### src/rtl/lsu_pkg.sv
// Shared types and constants for the load/store memory stage.
// Holds the FSM state encoding and the RV32I load/store funct3 codes.
package lsu_pkg;

   localparam int XLEN_DEFAULT = 32;

   typedef enum logic [1:0] {
      IDLE     = 2'd0,
      REQ      = 2'd1,
      WAIT_RSP = 2'd2,
      HOLD     = 2'd3
   } lsu_state_e;

   localparam logic [2:0] F3_LB  = 3'b000;
   localparam logic [2:0] F3_LH  = 3'b001;
   localparam logic [2:0] F3_LW  = 3'b010;
   localparam logic [2:0] F3_LBU = 3'b100;
   localparam logic [2:0] F3_LHU = 3'b101;

   localparam logic [2:0] F3_SB  = 3'b000;
   localparam logic [2:0] F3_SH  = 3'b001;
   localparam logic [2:0] F3_SW  = 3'b010;

endpackage

### src/rtl/lsu_align.sv
// Byte-lane logic: store strobes, store data replication, load extraction
// with sign/zero extension, and alignment checking. Purely combinational.
module lsu_align
   import lsu_pkg::*;
#(
   parameter int XLEN = XLEN_DEFAULT
) (
   input  logic [2:0]        funct3,
   input  logic [1:0]        addr_lo,
   input  logic [XLEN-1:0]   rs2_value,
   input  logic [XLEN-1:0]   rdata,
   output logic [XLEN/8-1:0] wstrb,
   output logic [XLEN-1:0]   wdata,
   output logic [XLEN-1:0]   load_data,
   output logic              misalign
);

   localparam int SW_W = XLEN / 8;

   logic [XLEN-1:0] shifted;

   always_comb begin
      shifted   = rdata >> {addr_lo, 3'b000};
      wstrb     = '0;
      wdata     = '0;
      load_data = '0;
      misalign  = 1'b0;

      // funct3[1:0] encodes the access size for both loads and stores
      case (funct3[1:0])
         2'b00: begin
            wstrb = SW_W'(1) << addr_lo;
            wdata = {(XLEN/8){rs2_value[7:0]}};
         end
         2'b01: begin
            misalign = addr_lo[0];
            wstrb    = SW_W'(3) << addr_lo;
            wdata    = {(XLEN/16){rs2_value[15:0]}};
         end
         default: begin
            misalign = |addr_lo;
            wstrb    = '1;
            wdata    = rs2_value;
         end
      endcase

      case (funct3)
         F3_LB:   load_data = {{(XLEN-8){shifted[7]}}, shifted[7:0]};
         F3_LH:   load_data = {{(XLEN-16){shifted[15]}}, shifted[15:0]};
         F3_LBU:  load_data = {{(XLEN-8){1'b0}}, shifted[7:0]};
         F3_LHU:  load_data = {{(XLEN-16){1'b0}}, shifted[15:0]};
         default: load_data = rdata;
      endcase
   end

endmodule

### src/rtl/lsu_mem_stage.sv
// Pipeline memory stage: accepts one instruction, performs at most one bus
// transaction for it, then holds the result until the downstream stage takes it.
module lsu_mem_stage
   import lsu_pkg::*;
#(
   parameter int XLEN   = XLEN_DEFAULT,
   parameter int REG_W  = 5,
   parameter int CSRW_W = 4
) (
   input  logic              clk,
   input  logic              rst,
   // upstream
   input  logic              in_valid,
   output logic              in_ready,
   input  logic [XLEN-1:0]   pc,
   input  logic [XLEN-1:0]   ex_result,
   input  logic [XLEN-1:0]   csrs,
   input  logic [XLEN-1:0]   rs2_value,
   input  logic [REG_W-1:0]  rd,
   input  logic [2:0]        funct3,
   input  logic              mem_ren,
   input  logic              mem_wen,
   input  logic              r_wen,
   input  logic              jump_flag,
   input  logic [CSRW_W-1:0] csr_wen,
   // downstream
   output logic              out_valid,
   input  logic              out_ready,
   output logic [XLEN-1:0]   pc_o,
   output logic [XLEN-1:0]   ex_result_o,
   output logic [XLEN-1:0]   csrs_o,
   output logic [XLEN-1:0]   mem_rdata_o,
   output logic [REG_W-1:0]  rd_o,
   output logic              r_wen_o,
   output logic              mem_ren_o,
   output logic              jump_flag_o,
   output logic              misalign_o,
   output logic [CSRW_W-1:0] csr_wen_o,
   // memory bus
   output logic              req_valid,
   input  logic              req_ready,
   output logic [XLEN-1:0]   req_addr,
   output logic              req_wen,
   output logic [XLEN-1:0]   req_wdata,
   output logic [XLEN/8-1:0] req_wstrb,
   input  logic              rsp_valid,
   input  logic [XLEN-1:0]   rsp_rdata,
   // debug
   output lsu_state_e        dbg_state_o
);

   // Handshakes: a transfer happens on a rising edge where valid and ready are
   // both high; a valid output and its payload stay stable until that edge.

   lsu_state_e        state_q, state_d;
   logic [XLEN-1:0]   pc_q, pc_d;
   logic [XLEN-1:0]   ex_result_q, ex_result_d;
   logic [XLEN-1:0]   csrs_q, csrs_d;
   logic [REG_W-1:0]  rd_q, rd_d;
   logic [2:0]        funct3_q, funct3_d;
   logic              r_wen_q, r_wen_d;
   logic              mem_ren_q, mem_ren_d;
   logic              jump_flag_q, jump_flag_d;
   logic [CSRW_W-1:0] csr_wen_q, csr_wen_d;
   logic              misalign_q, misalign_d;
   logic [XLEN-1:0]   mem_rdata_q, mem_rdata_d;
   logic [XLEN-1:0]   req_addr_q, req_addr_d;
   logic              req_wen_q, req_wen_d;
   logic [XLEN-1:0]   req_wdata_q, req_wdata_d;
   logic [XLEN/8-1:0] req_wstrb_q, req_wstrb_d;

   logic [2:0]        al_funct3;
   logic [1:0]        al_addr_lo;
   logic [XLEN/8-1:0] al_wstrb;
   logic [XLEN-1:0]   al_wdata;
   logic [XLEN-1:0]   al_load;
   logic              al_misalign;
   logic              in_mem_op;

   // One aligner serves both phases: live inputs while idle, captured fields later.
   assign al_funct3  = (state_q == IDLE) ? funct3 : funct3_q;
   assign al_addr_lo = (state_q == IDLE) ? ex_result[1:0] : ex_result_q[1:0];
   assign in_mem_op  = mem_ren | mem_wen;

   lsu_align #(.XLEN(XLEN)) u_align (
      .funct3    (al_funct3),
      .addr_lo   (al_addr_lo),
      .rs2_value (rs2_value),
      .rdata     (rsp_rdata),
      .wstrb     (al_wstrb),
      .wdata     (al_wdata),
      .load_data (al_load),
      .misalign  (al_misalign)
   );

   always_comb begin
      state_d     = state_q;
      pc_d        = pc_q;
      ex_result_d = ex_result_q;
      csrs_d      = csrs_q;
      rd_d        = rd_q;
      funct3_d    = funct3_q;
      r_wen_d     = r_wen_q;
      mem_ren_d   = mem_ren_q;
      jump_flag_d = jump_flag_q;
      csr_wen_d   = csr_wen_q;
      misalign_d  = misalign_q;
      mem_rdata_d = mem_rdata_q;
      req_addr_d  = req_addr_q;
      req_wen_d   = req_wen_q;
      req_wdata_d = req_wdata_q;
      req_wstrb_d = req_wstrb_q;

      case (state_q)
         IDLE: begin
            if (in_valid) begin
               pc_d        = pc;
               ex_result_d = ex_result;
               csrs_d      = csrs;
               rd_d        = rd;
               funct3_d    = funct3;
               mem_ren_d   = mem_ren;
               jump_flag_d = jump_flag;
               csr_wen_d   = csr_wen;
               misalign_d  = in_mem_op & al_misalign;
               r_wen_d     = r_wen & ~(in_mem_op & al_misalign);
               mem_rdata_d = '0;
               req_addr_d  = {ex_result[XLEN-1:2], 2'b00};
               // mem_wen wins when both enables are set
               req_wen_d   = mem_wen;
               req_wdata_d = mem_wen ? al_wdata : '0;
               req_wstrb_d = mem_wen ? al_wstrb : '0;
               state_d     = (in_mem_op && !al_misalign) ? REQ : HOLD;
            end
         end
         REQ: begin
            if (req_ready) state_d = WAIT_RSP;
         end
         WAIT_RSP: begin
            if (rsp_valid) begin
               if (mem_ren_q && !req_wen_q) mem_rdata_d = al_load;
               state_d = HOLD;
            end
         end
         HOLD: begin
            if (out_ready) state_d = IDLE;
         end
         default: state_d = IDLE;
      endcase
   end

   always_ff @(posedge clk or posedge rst) begin
      if (rst) begin
         state_q     <= IDLE;
         pc_q        <= '0;
         ex_result_q <= '0;
         csrs_q      <= '0;
         rd_q        <= '0;
         funct3_q    <= '0;
         r_wen_q     <= 1'b0;
         mem_ren_q   <= 1'b0;
         jump_flag_q <= 1'b0;
         csr_wen_q   <= '0;
         misalign_q  <= 1'b0;
         mem_rdata_q <= '0;
         req_addr_q  <= '0;
         req_wen_q   <= 1'b0;
         req_wdata_q <= '0;
         req_wstrb_q <= '0;
      end else begin
         state_q     <= state_d;
         pc_q        <= pc_d;
         ex_result_q <= ex_result_d;
         csrs_q      <= csrs_d;
         rd_q        <= rd_d;
         funct3_q    <= funct3_d;
         r_wen_q     <= r_wen_d;
         mem_ren_q   <= mem_ren_d;
         jump_flag_q <= jump_flag_d;
         csr_wen_q   <= csr_wen_d;
         misalign_q  <= misalign_d;
         mem_rdata_q <= mem_rdata_d;
         req_addr_q  <= req_addr_d;
         req_wen_q   <= req_wen_d;
         req_wdata_q <= req_wdata_d;
         req_wstrb_q <= req_wstrb_d;
      end
   end

   // in_ready is masked by rst so every output reads 0 while reset is held.
   assign in_ready    = (state_q == IDLE) & ~rst;
   assign out_valid   = (state_q == HOLD);
   assign req_valid   = (state_q == REQ);
   assign pc_o        = pc_q;
   assign ex_result_o = ex_result_q;
   assign csrs_o      = csrs_q;
   assign mem_rdata_o = mem_rdata_q;
   assign rd_o        = rd_q;
   assign r_wen_o     = r_wen_q;
   assign mem_ren_o   = mem_ren_q;
   assign jump_flag_o = jump_flag_q;
   assign misalign_o  = misalign_q;
   assign csr_wen_o   = csr_wen_q;
   assign req_addr    = req_addr_q;
   assign req_wen     = req_wen_q;
   assign req_wdata   = req_wdata_q;
   assign req_wstrb   = req_wstrb_q;
   assign dbg_state_o = state_q;

endmodule

### config.mk
export PLATFORM = sky130hd
export DESIGN_NAME = lsu_mem_stage
export DESIGN_NICKNAME = d
export VERILOG_FILES = /design/src/rtl/lsu_pkg.sv /design/src/rtl/lsu_align.sv /design/src/rtl/lsu_mem_stage.sv
export SDC_FILE = /design/constraint.sdc
export NUM_CORES = 1
export LEC_CHECK = 0
export ABC_AREA = 1
export CAP_MARGIN = 20
export CORE_ASPECT_RATIO = 0.5
export CORE_MARGIN = 5
export CORE_UTILIZATION = 39
export CTS_CLUSTER_DIAMETER = 120
export DETAILED_ROUTE_END_ITERATION = 10
export GPL_TIMING_DRIVEN = 0
export PLACE_DENSITY_LB_ADDON = 0.05
export SKIP_LAST_GASP = 1
export SYNTH_ARGS = -nofsm -noshare
export SYNTH_HDL_FRONTEND = slang
export SYNTH_HIERARCHICAL = 1
export SYNTH_SLANG_ARGS = --single-unit
### constraint.sdc
create_clock -name clk -period 5.9 [get_ports clk]
set_clock_uncertainty 0.2 [all_clocks]
set_input_delay 0.885 -clock clk [delete_from_list [all_inputs] [get_ports clk]]
set_output_delay 0.885 -clock clk [all_outputs]
set_load 0.02 [all_outputs]
==> results.md, run 1 <==
Outcome:
- The flow ran to the end, and the final reports show no timing, DRC or antenna violations.

Setup path:
- By instance count, the cell type seen most on the critical path is sky130_fd_sc_hd__inv_1.
- The maximum fanout along the worst path is 10.
- The critical path startpoint category is a flop.
- For this design, the slowest cell found on the critical path is sky130_fd_sc_hd__clkdlybuf4s50_1.
- The worst setup path is captured at a primary output.
- The category of cells accounting for the largest share of critical-path delay is buffers and inverters.
- The data required time at the worst endpoint is 4.82 ns.
- The signal on the critical path passes through inv_1 -> ha_1 -> buf_4 -> inv_1 -> nor2_1 -> clkdlybuf4s50_1.
- The number of buffers and inverters on the critical path is 4.
- The largest single stage delay on the critical path is 0.61 ns.
- The critical path is of the flop to primary output type.
- The worst path arrival time is 2.19 ns.

Clock network:
- TritonCTS created 17 clock buffers.
- Clock latency on the worst-skew pair, taken at its later pin, is 0.44 ns.
- Buffers inserted to repair hold after CTS numbered 0.
- The buffer levels on the longest clock path is 2.
- The root buffer selected by CTS is sky130_fd_sc_hd__clkbuf_16.
- The number of gates resized after CTS was 0.
- The clock tree synthesis step divided the H-tree into 4 levels.
- The clock sink count is 183.
- In this run the post-CTS setup repair buffer count came out at 0.
- The register clock-pin slew on the reported worst setup and hold paths is around 0.070 ns.
- The clock tree from TritonCTS is done.

Yosys:
- The synthesized netlist occupies a cell area of approximately 9000 um2.
- The register bit count reported by yosys is 183.
- For this run, the leading register cell type out of synthesis is sky130_fd_sc_hd__dfrtp_1.
- After synthesis, the most frequently instantiated cells are 626 x sky130_fd_sc_hd__nand2_1, 183 x sky130_fd_sc_hd__dfrtp_1, 65 x sky130_fd_sc_hd__buf_4, 62 x sky130_fd_sc_hd__o21ai_0, 41 x sky130_fd_sc_hd__nand3_1.
- The most common cell in the netlist is sky130_fd_sc_hd__nand2_1.
- The number of unique standard cell types used by synthesis is 29.
- After synthesis, the share of flip-flops with an asynchronous set or reset is 1.00.
- The synthesized design contains 0 enable-type register cells.
- Synthesis handed over a netlist of about 1,200 instances.
- In this run the mean area of a mapped cell was 7.86 um2.
- Sorting the synthesized cells by area gives the leading types as sky130_fd_sc_hd__dfrtp_1 50%, sky130_fd_sc_hd__nand2_1 26%, sky130_fd_sc_hd__buf_4 5.4%, sky130_fd_sc_hd__o21ai_0 3.4%, sky130_fd_sc_hd__nand3b_1 2.6%.
- The largest area contributor in the synthesized netlist is sky130_fd_sc_hd__dfrtp_1.
- The Yosys step of the flow raised 6 warnings.
- The share of synthesized area occupied by flip-flops and latches is 0.504.
- The share of synthesized area in the top cell type comes to 0.504.

Placed design:
- The count of buffers added on input and output ports is 393.
- Routability-driven placement finished with a final weighted congestion of 0.902.
- The final HPWL from detailed placement is 27.6 mm.
- After detailed placement, the total cell area comes to approximately 14,000 um2.

Routing:
- The routed via count divided by cell count is a little under 5.
- Dividing the detail-routed wire length by the instance count gives 18.1 um.
- The remaining antenna violation count after routing is 0.
- After detailed routing, the number of remaining DRC violations is 0.
- The via total after detailed routing is 9,119.
- The pre-antenna-repair detailed-routing pass consisted of 5 iterations.
- The first routing iteration left 690 violations.
- For this block, the routed nets add up to 34.3 mm of wire.

Power:
- VDD sags by at most 0.358 mV.
- The cell leakage power is 6.94 nW.
- The power density relative to cell area is 585 nW/um2.

Global routing:
- The number of antenna violations at the first check in global routing is 2.
- The total congestion overflow after global routing is 0.
- Entering global routing, the biggest net connects 41 pins.
- For this run, the total global-route usage over all layers was measured as 0.256.
- The via count of the first global-routing pass was 9,041.
- The first global-routing pass estimated 52.8 mm of wire.

Timing:
- Summed over all failing endpoints, the final setup total negative slack is 0 ns.
- Timing would allow up to 305 MHz.
- The number of endpoints failing setup at the final stage is 0.
- The final cycle utilization of the critical path is 0.556.
- In this run the tightest slew margin relative to its limit is 0.519.
- The number of failing hold endpoints at the final stage is 0.
- Setup repair after global routing left no endpoint under its margin.
- For the pin with the worst max-slew slack, the measured transition is 0.714 ns.
- The worst path needs 3.28 ns of the cycle, external delays included.
- The final max-slew violation count is 0.

Finish:
- The number of nets at the end of the flow is 1,761.
- Of the cells placed in the final design, the portion with a size suffix greater than 1 is 0.103.
- The growth of design area from synthesis to finish is 55.6%.
- The combined flip-flop and latch cell area is between 4000 and 5000 um2.
- Counting the fill cells in the layout gives approximately 2,100.
- The cell area after layout is 14,100 um2.
- The area of combinational cells with multiple inputs is 3630 um2.

Run:
- Across the run, the number of max-cap violations was 0.

Floorplanning:
- The floorplan step set the die width to roughly 230 um.
- The die boundary height is ~120 um.
- The top-level I/O count is 397.
- The placement row count is 39.
- The region available for standard cell placement spans about 23,000 um2.
- The initial utilization of the core area, before any placement, comes to 0.397.
- The die covers 26,600 um2.

Worst hold path:
- The type of the tightest min-delay check is flop to flop.
-- metal layers --
layer | up-vias | GRT usage | part of all wire
met4 | 2 | 0.0763 | 0.021
met2 | 291 | 0.446 | 0.50
met3 | 46 | 0.0618 | 0.069
met1 | 4358 | 0.316 | 0.41
met5 | - | 0 | 0.00032
li1 | 4422 | - | -
-- flip-flops by register name, indices dropped and copies added, names as in the netlist, 2 cells and up --
| register | count |
|---|---|
| mem_rdata_o | 32 |
| dbg_state_o | 2 |
| funct3_q | 3 |
| req_wdata | 32 |
| req_wstrb | 4 |
| pc_o | 32 |
| ex_result_o | 32 |
| csrs_o | 32 |
| rd_o | 5 |
| csr_wen_o | 4 |
-- tightest hold or removal path, cell delays in order (launching register included) --
cell	delay, ns
sky130_fd_sc_hd__dfrtp_1	0.34
sky130_fd_sc_hd__nand2_1	0.05
sky130_fd_sc_hd__nand2_1	0.05
-- cell usage in the layout (no fill, tap or decap), types with 7 or more instances in the layout --
master,count
sky130_fd_sc_hd__a22oi_1,7
sky130_fd_sc_hd__clkbuf_1,14
sky130_fd_sc_hd__buf_2,23
sky130_fd_sc_hd__buf_4,65
sky130_fd_sc_hd__clkdlybuf4s50_1,393
sky130_fd_sc_hd__inv_1,28
sky130_fd_sc_hd__nand3b_1,32
sky130_fd_sc_hd__nand2_1,626
sky130_fd_sc_hd__o21ai_0,62
sky130_fd_sc_hd__nand3_1,41
sky130_fd_sc_hd__clkbuf_16,17
sky130_fd_sc_hd__nand3_2,12
sky130_fd_sc_hd__nor2_1,11
sky130_fd_sc_hd__buf_6,8
sky130_fd_sc_hd__dfrtp_1,183
sky130_fd_sc_hd__nand4_1,7
-- area by class of cell --
cell class,instances,area share
inverter,36,0.0102
antenna,1,0.000177
tap,307,0.0272
timing repair buffer,399,0.286
sequential,183,0.324
buffer,108,0.0521
clock inverter,14,0.0134
multi-input combinational,830,0.257
clock buffer,18,0.0304
-- power by group --
group	leakage (nW)	internal, W	switching [W]
clock	0.302	0.000682	0.000540
combinational	4.30	0.00210	0.00281
sequential	2.34	0.00180	0.000334
total	6.94	0.00458	0.00368
-- cell families (layout without fill, tap and decap cells) --
family	after synthesis	after routing	synth area share
simple gates	740	740	0.343
other cells	1	3	0.000413
compound gates	84	84	0.0507
flops	183	183	0.504
fa+ha+maj	4	4	0.00551
buf+inv	144	575	0.0966
-- stage by stage --
step,hold slack (ns),power (W),cells,setup slack (ns),util
final,0.274,0.00826,1896,2.62,0.618
after detailed placement,0.259,0.00709,1863,2.70,0.590
after floorplan,0.259,0.00490,1157,2.46,-
after CTS,0.276,0.00834,1895,2.59,0.617
after global routing,0.294,0.00884,1895,2.50,0.617
after global placement,0.257,0.00701,1857,0.881,0.586
-- final timing paths --
kind | end | from | slack [ns] | depth (start not counted)
worst max-delay path | in_ready | dbg_state_o[0]$_DFFE_PP0P_ | 2.62 | 6
worst min-delay path | mem_rdata_o[22]$_DFFE_PP0P_ | mem_rdata_o[22]$_DFFE_PP0P_ | 0.27 | 2
worst max register to register | mem_rdata_o[16]$_DFFE_PP0P_ | dbg_state_o[0]$_DFFE_PP0P_ | 2.93 | 13
worst min register to register | mem_rdata_o[22]$_DFFE_PP0P_ | mem_rdata_o[22]$_DFFE_PP0P_ | 0.27 | 2
max in group asynchronous | csrs_o[0]$_DFFE_PP0P_ | rst | 3.57 | 6
min in group asynchronous | mem_rdata_o[0]$_DFFE_PP0P_ | rst | 0.66 | 2
No activity file was read; power rests on OpenSTA's default activity.
==> run 2, diff against run 1 <==
clock period = 2.8 ns   (was 5.9 ns; I/O delays follow)
==> run 2 against run 1 <==
Effect of this change: non-clock buffer count increased by 12; worst hold slack got worse by 0.15 ns; clock-buffer cell count unchanged; setup slack got worse by 2.5 ns; power increased by 110%; first-iteration DRC count decreased by 10%; sequential power increased by 110%; wire length increased by 0.24%; clock power increased by 110%; combinational power increased by 120%; final cell count increased by 0.63%; critical endpoint is now mem_rdata_o[30]$_DFFE_PP0P_.
==> results.md, run 2 (synthesis results as in run 1) <==
Clock network:
- CTS saw between 150 and 200 sinks.
- For the worst-skew pair, the clock arrives at the later sink with an insertion delay of 0.44 ns.
- The register clock-pin slew on the reported worst setup and hold paths is 0.07 ns.
- The number of buffers added by the clock tree synthesis step is 17.
- The tree is rooted in a sky130_fd_sc_hd__clkbuf_16.
- The number of hold-repair buffers added at the cts stage is 0.
- The clock tree from TritonCTS is done.
- In this run the number of H-tree levels came out at 4.
- Counting along the longest clock path gives a buffer depth of 2.

Placed design:
- The final estimated routing congestion in global placement is around 0.90.
- Once detailed placement completed, the half-perimeter wirelength came to approximately 28 mm.
- Including well taps, the total number of placed cells is 1,863.
- The number of port buffers is 393.

Setup path:
- The slowest stage cell on the critical path is sky130_fd_sc_hd__dfrtp_1.
- The worst stage delay on the critical path is 0.39 ns.
- Among cell families on the critical path, the largest total delay comes from simple AND/OR/NAND/NOR gates.
- Walking the worst path, the cells encountered are inv_1 -> ha_1 -> buf_6 -> o21ai_1 -> buf_2 -> nand2_4 -> nor2_8 -> nand2_4 -> buf_6 -> nand3_2 -> nand2_1 -> nand3b_1 -> nand2_1.
- The startpoint identified for the worst register-to-register timing path is dbg_state_o[0]$_DFFE_PP0P_.
- The depth of the worst register-to-register path is 13.
- Data on the critical path is required at its endpoint by 2.98 ns.
- The worst setup path is launched from a flop.
- At the worst endpoint, the arrival time is 2.86 ns.
- The register-to-register setup slack is 0.12 ns.
- The worst setup path is captured at a flop.
- The capture instance of the worst register-to-register path is mem_rdata_o[30]$_DFFE_PP0P_.
- The maximum fanout along the worst path is 10.
- The kind of critical path is flop to flop.
- The number of buffer and inverter stages on the critical path is 4.

Worst hold path:
- Along the worst hold path, the cell count comes to 3.
- The startpoint identified for the worst hold timing path is mem_wen.
- The worst hold path terminates at req_wdata[7]$_DFFE_PP0P_.
- The tightest min-delay check is of the input pin to flop type.

Global routing:
- The via count of the first global-routing pass is around 9,000.
- The global router's overall resource usage is 0.256.
- The first global-routing pass estimated 52.8 mm of wire.
- The number of antenna violations at the first check in global routing came to 2.
- The met2 track utilization from global routing is 0.446.
- For this run, global-route usage on met1 was measured as 0.316.
- The most congested layer reported by global routing is met2.
- The met3 global-route usage is 0.0618.
- Entering global routing, the biggest net connects 41 pins.
- Global routing finished with a remaining overflow of 0.

Routing:
- The final layout contains routed wiring with a total length of 34.3 mm.
- For this run, design rule violations remaining after detail routing come to 0.
- The first TritonRoute pass finished after 5 iterations.
- In the final routed layout, each cell accounts on average for 18.0 um.
- For this block, the initial DRC count from the detailed router was 620.
- The detail route stage leaves a number of antenna-violating nets equal to 0.
- The via total after detailed routing is 9,178.
- Dividing the detail-routed via count by the number of cells gives about 4.8.

Timing:
- Hold timing on the final database bottoms out at a slack of about 0.12 ns.
- The final max-slew violation count is 0.
- The maximum achievable frequency is 373 MHz.
- The number of failing hold endpoints at the final stage is 0.
- The remaining max-slew budget at the tightest pin is 0.615.
- The time the worst path needs with I/O delays and setup is 2.68 ns.
- Setup violations remaining at the end of the flow were counted as 0.
- At the pin with the least slew margin, the transition time is 0.577 ns.
- In the finished design, the share of the clock period the worst path needs comes to 0.958.

Finish:
- The number of nets at the end of the flow is 1,773.
- The finished layout holds 1,908 standard cells, fillers aside.
- The most common cell after layout, fill and taps aside is sky130_fd_sc_hd__nand2_1.
- Leaving out fill and tap cells, the most frequent cells in the layout are 625 x sky130_fd_sc_hd__nand2_1, 392 x sky130_fd_sc_hd__clkdlybuf4s50_1, 182 x sky130_fd_sc_hd__dfrtp_1.
- The share of cells above drive strength 1 is 0.114.
- Measured on the finished design, the core utilization comes to 0.624.
- From synthesis to final layout, the design area changed by 57.2%.

Floorplanning:
- The chip width is 226 um.
- The total core area is around 23,000 um2.
- The top-level I/O count is 397.
- The die boundary height is 118 um.
- The starting density of the core is 0.397.
- The placement row count is 39.
- The area enclosed by the die boundary is 26,600 um2.

Power:
- The cell leakage power is around 7 nW.
- VDD sags by at most 0.755 mV.
- The power density relative to cell area is 1240 nW/um2.

Outcome:
- The flow ran to the end, and the final reports show no timing, DRC or antenna violations.

Run:
- Across the run, the number of max-cap violations was 0.
run 2: timing repair:
item,CTS,global route
setup endpoints to repair,35,36
gates resized for setup,10,14
buffers inserted,1,11
hold endpoints to repair,0,0
pin swaps,0,3
run 2: power breakdown:
group / total [W] / switching (W) / internal, W
clock: 0.00257 / 0.00114 / 0.00144
sequential: 0.00449 / 0.000693 / 0.00380
combinational: 0.0106 / 0.00603 / 0.00462
run 2: layout make-up:
cell class,instances,area [um2]
antenna,1,2.50
buffer,108,757
clock buffer,18,429
clock inverter,14,189
fill,2051,8600
inverter,36,150
multi-input combinational,830,3660
sequential,183,4580
tap,307,384
timing repair buffer,411,4130
run 2: how the worst max path moves through the flow:
stage / start / end / slack (ns) / cells past startpoint
2_1_floorplan: rst / csr_wen_o[0]$_DFFE_PP0P_ / -0.17 / 1
6_report: dbg_state_o[0]$_DFFE_PP0P_ / mem_rdata_o[30]$_DFFE_PP0P_ / 0.12 / 13
3_3_place_gp: rst / csrs_o[30]$_DFFE_PP0P_ / -1.75 / 2
3_5_place_dp: dbg_state_o[0]$_DFFE_PP0P_ / r_wen_o$_DFFE_PP0P_ / -0.18 / 10
4_1_cts: dbg_state_o[0]$_DFFE_PP0P_ / mem_rdata_o[6]$_DFFE_PP0P_ / 0.002 / 15
5_1_grt: dbg_state_o[0]$_DFFE_PP0P_ / mem_rdata_o[3]$_DFFE_PP0P_ / -0.01 / 15
run 2: routing by layer:
layer,vias to the layer above,share of wire
met3,45,0.068
met2,264,0.50
met5,-,0.00032
li1,4450,-
met4,2,0.021
met1,4417,0.41
run 2: stage by stage:
stage / setup TNS [ns] / setup WS [ns] / area, um2 / total power, W
CTS: 0 / 0.00249 / 14200 / 0.0176
finish: 0 / 0.118 / 14300 / 0.0177
global placement: -326.98 / -1.75 / 13400 / 0.0148
global route: -0.0224 / -0.0145 / 14300 / 0.0189
floorplan: -31.21 / -0.171 / 9090 / 0.0103
detailed placement: -3.03 / -0.176 / 13500 / 0.0149
run 2: tightest hold or removal path: cells and delay by family:
family | cells | cell delay, ns
buffers and inverters | 1 | 0.17
AND/OR/NAND/NOR | 1 | 0.07
AO/OA/AOI/OAI | 1 | 0.06
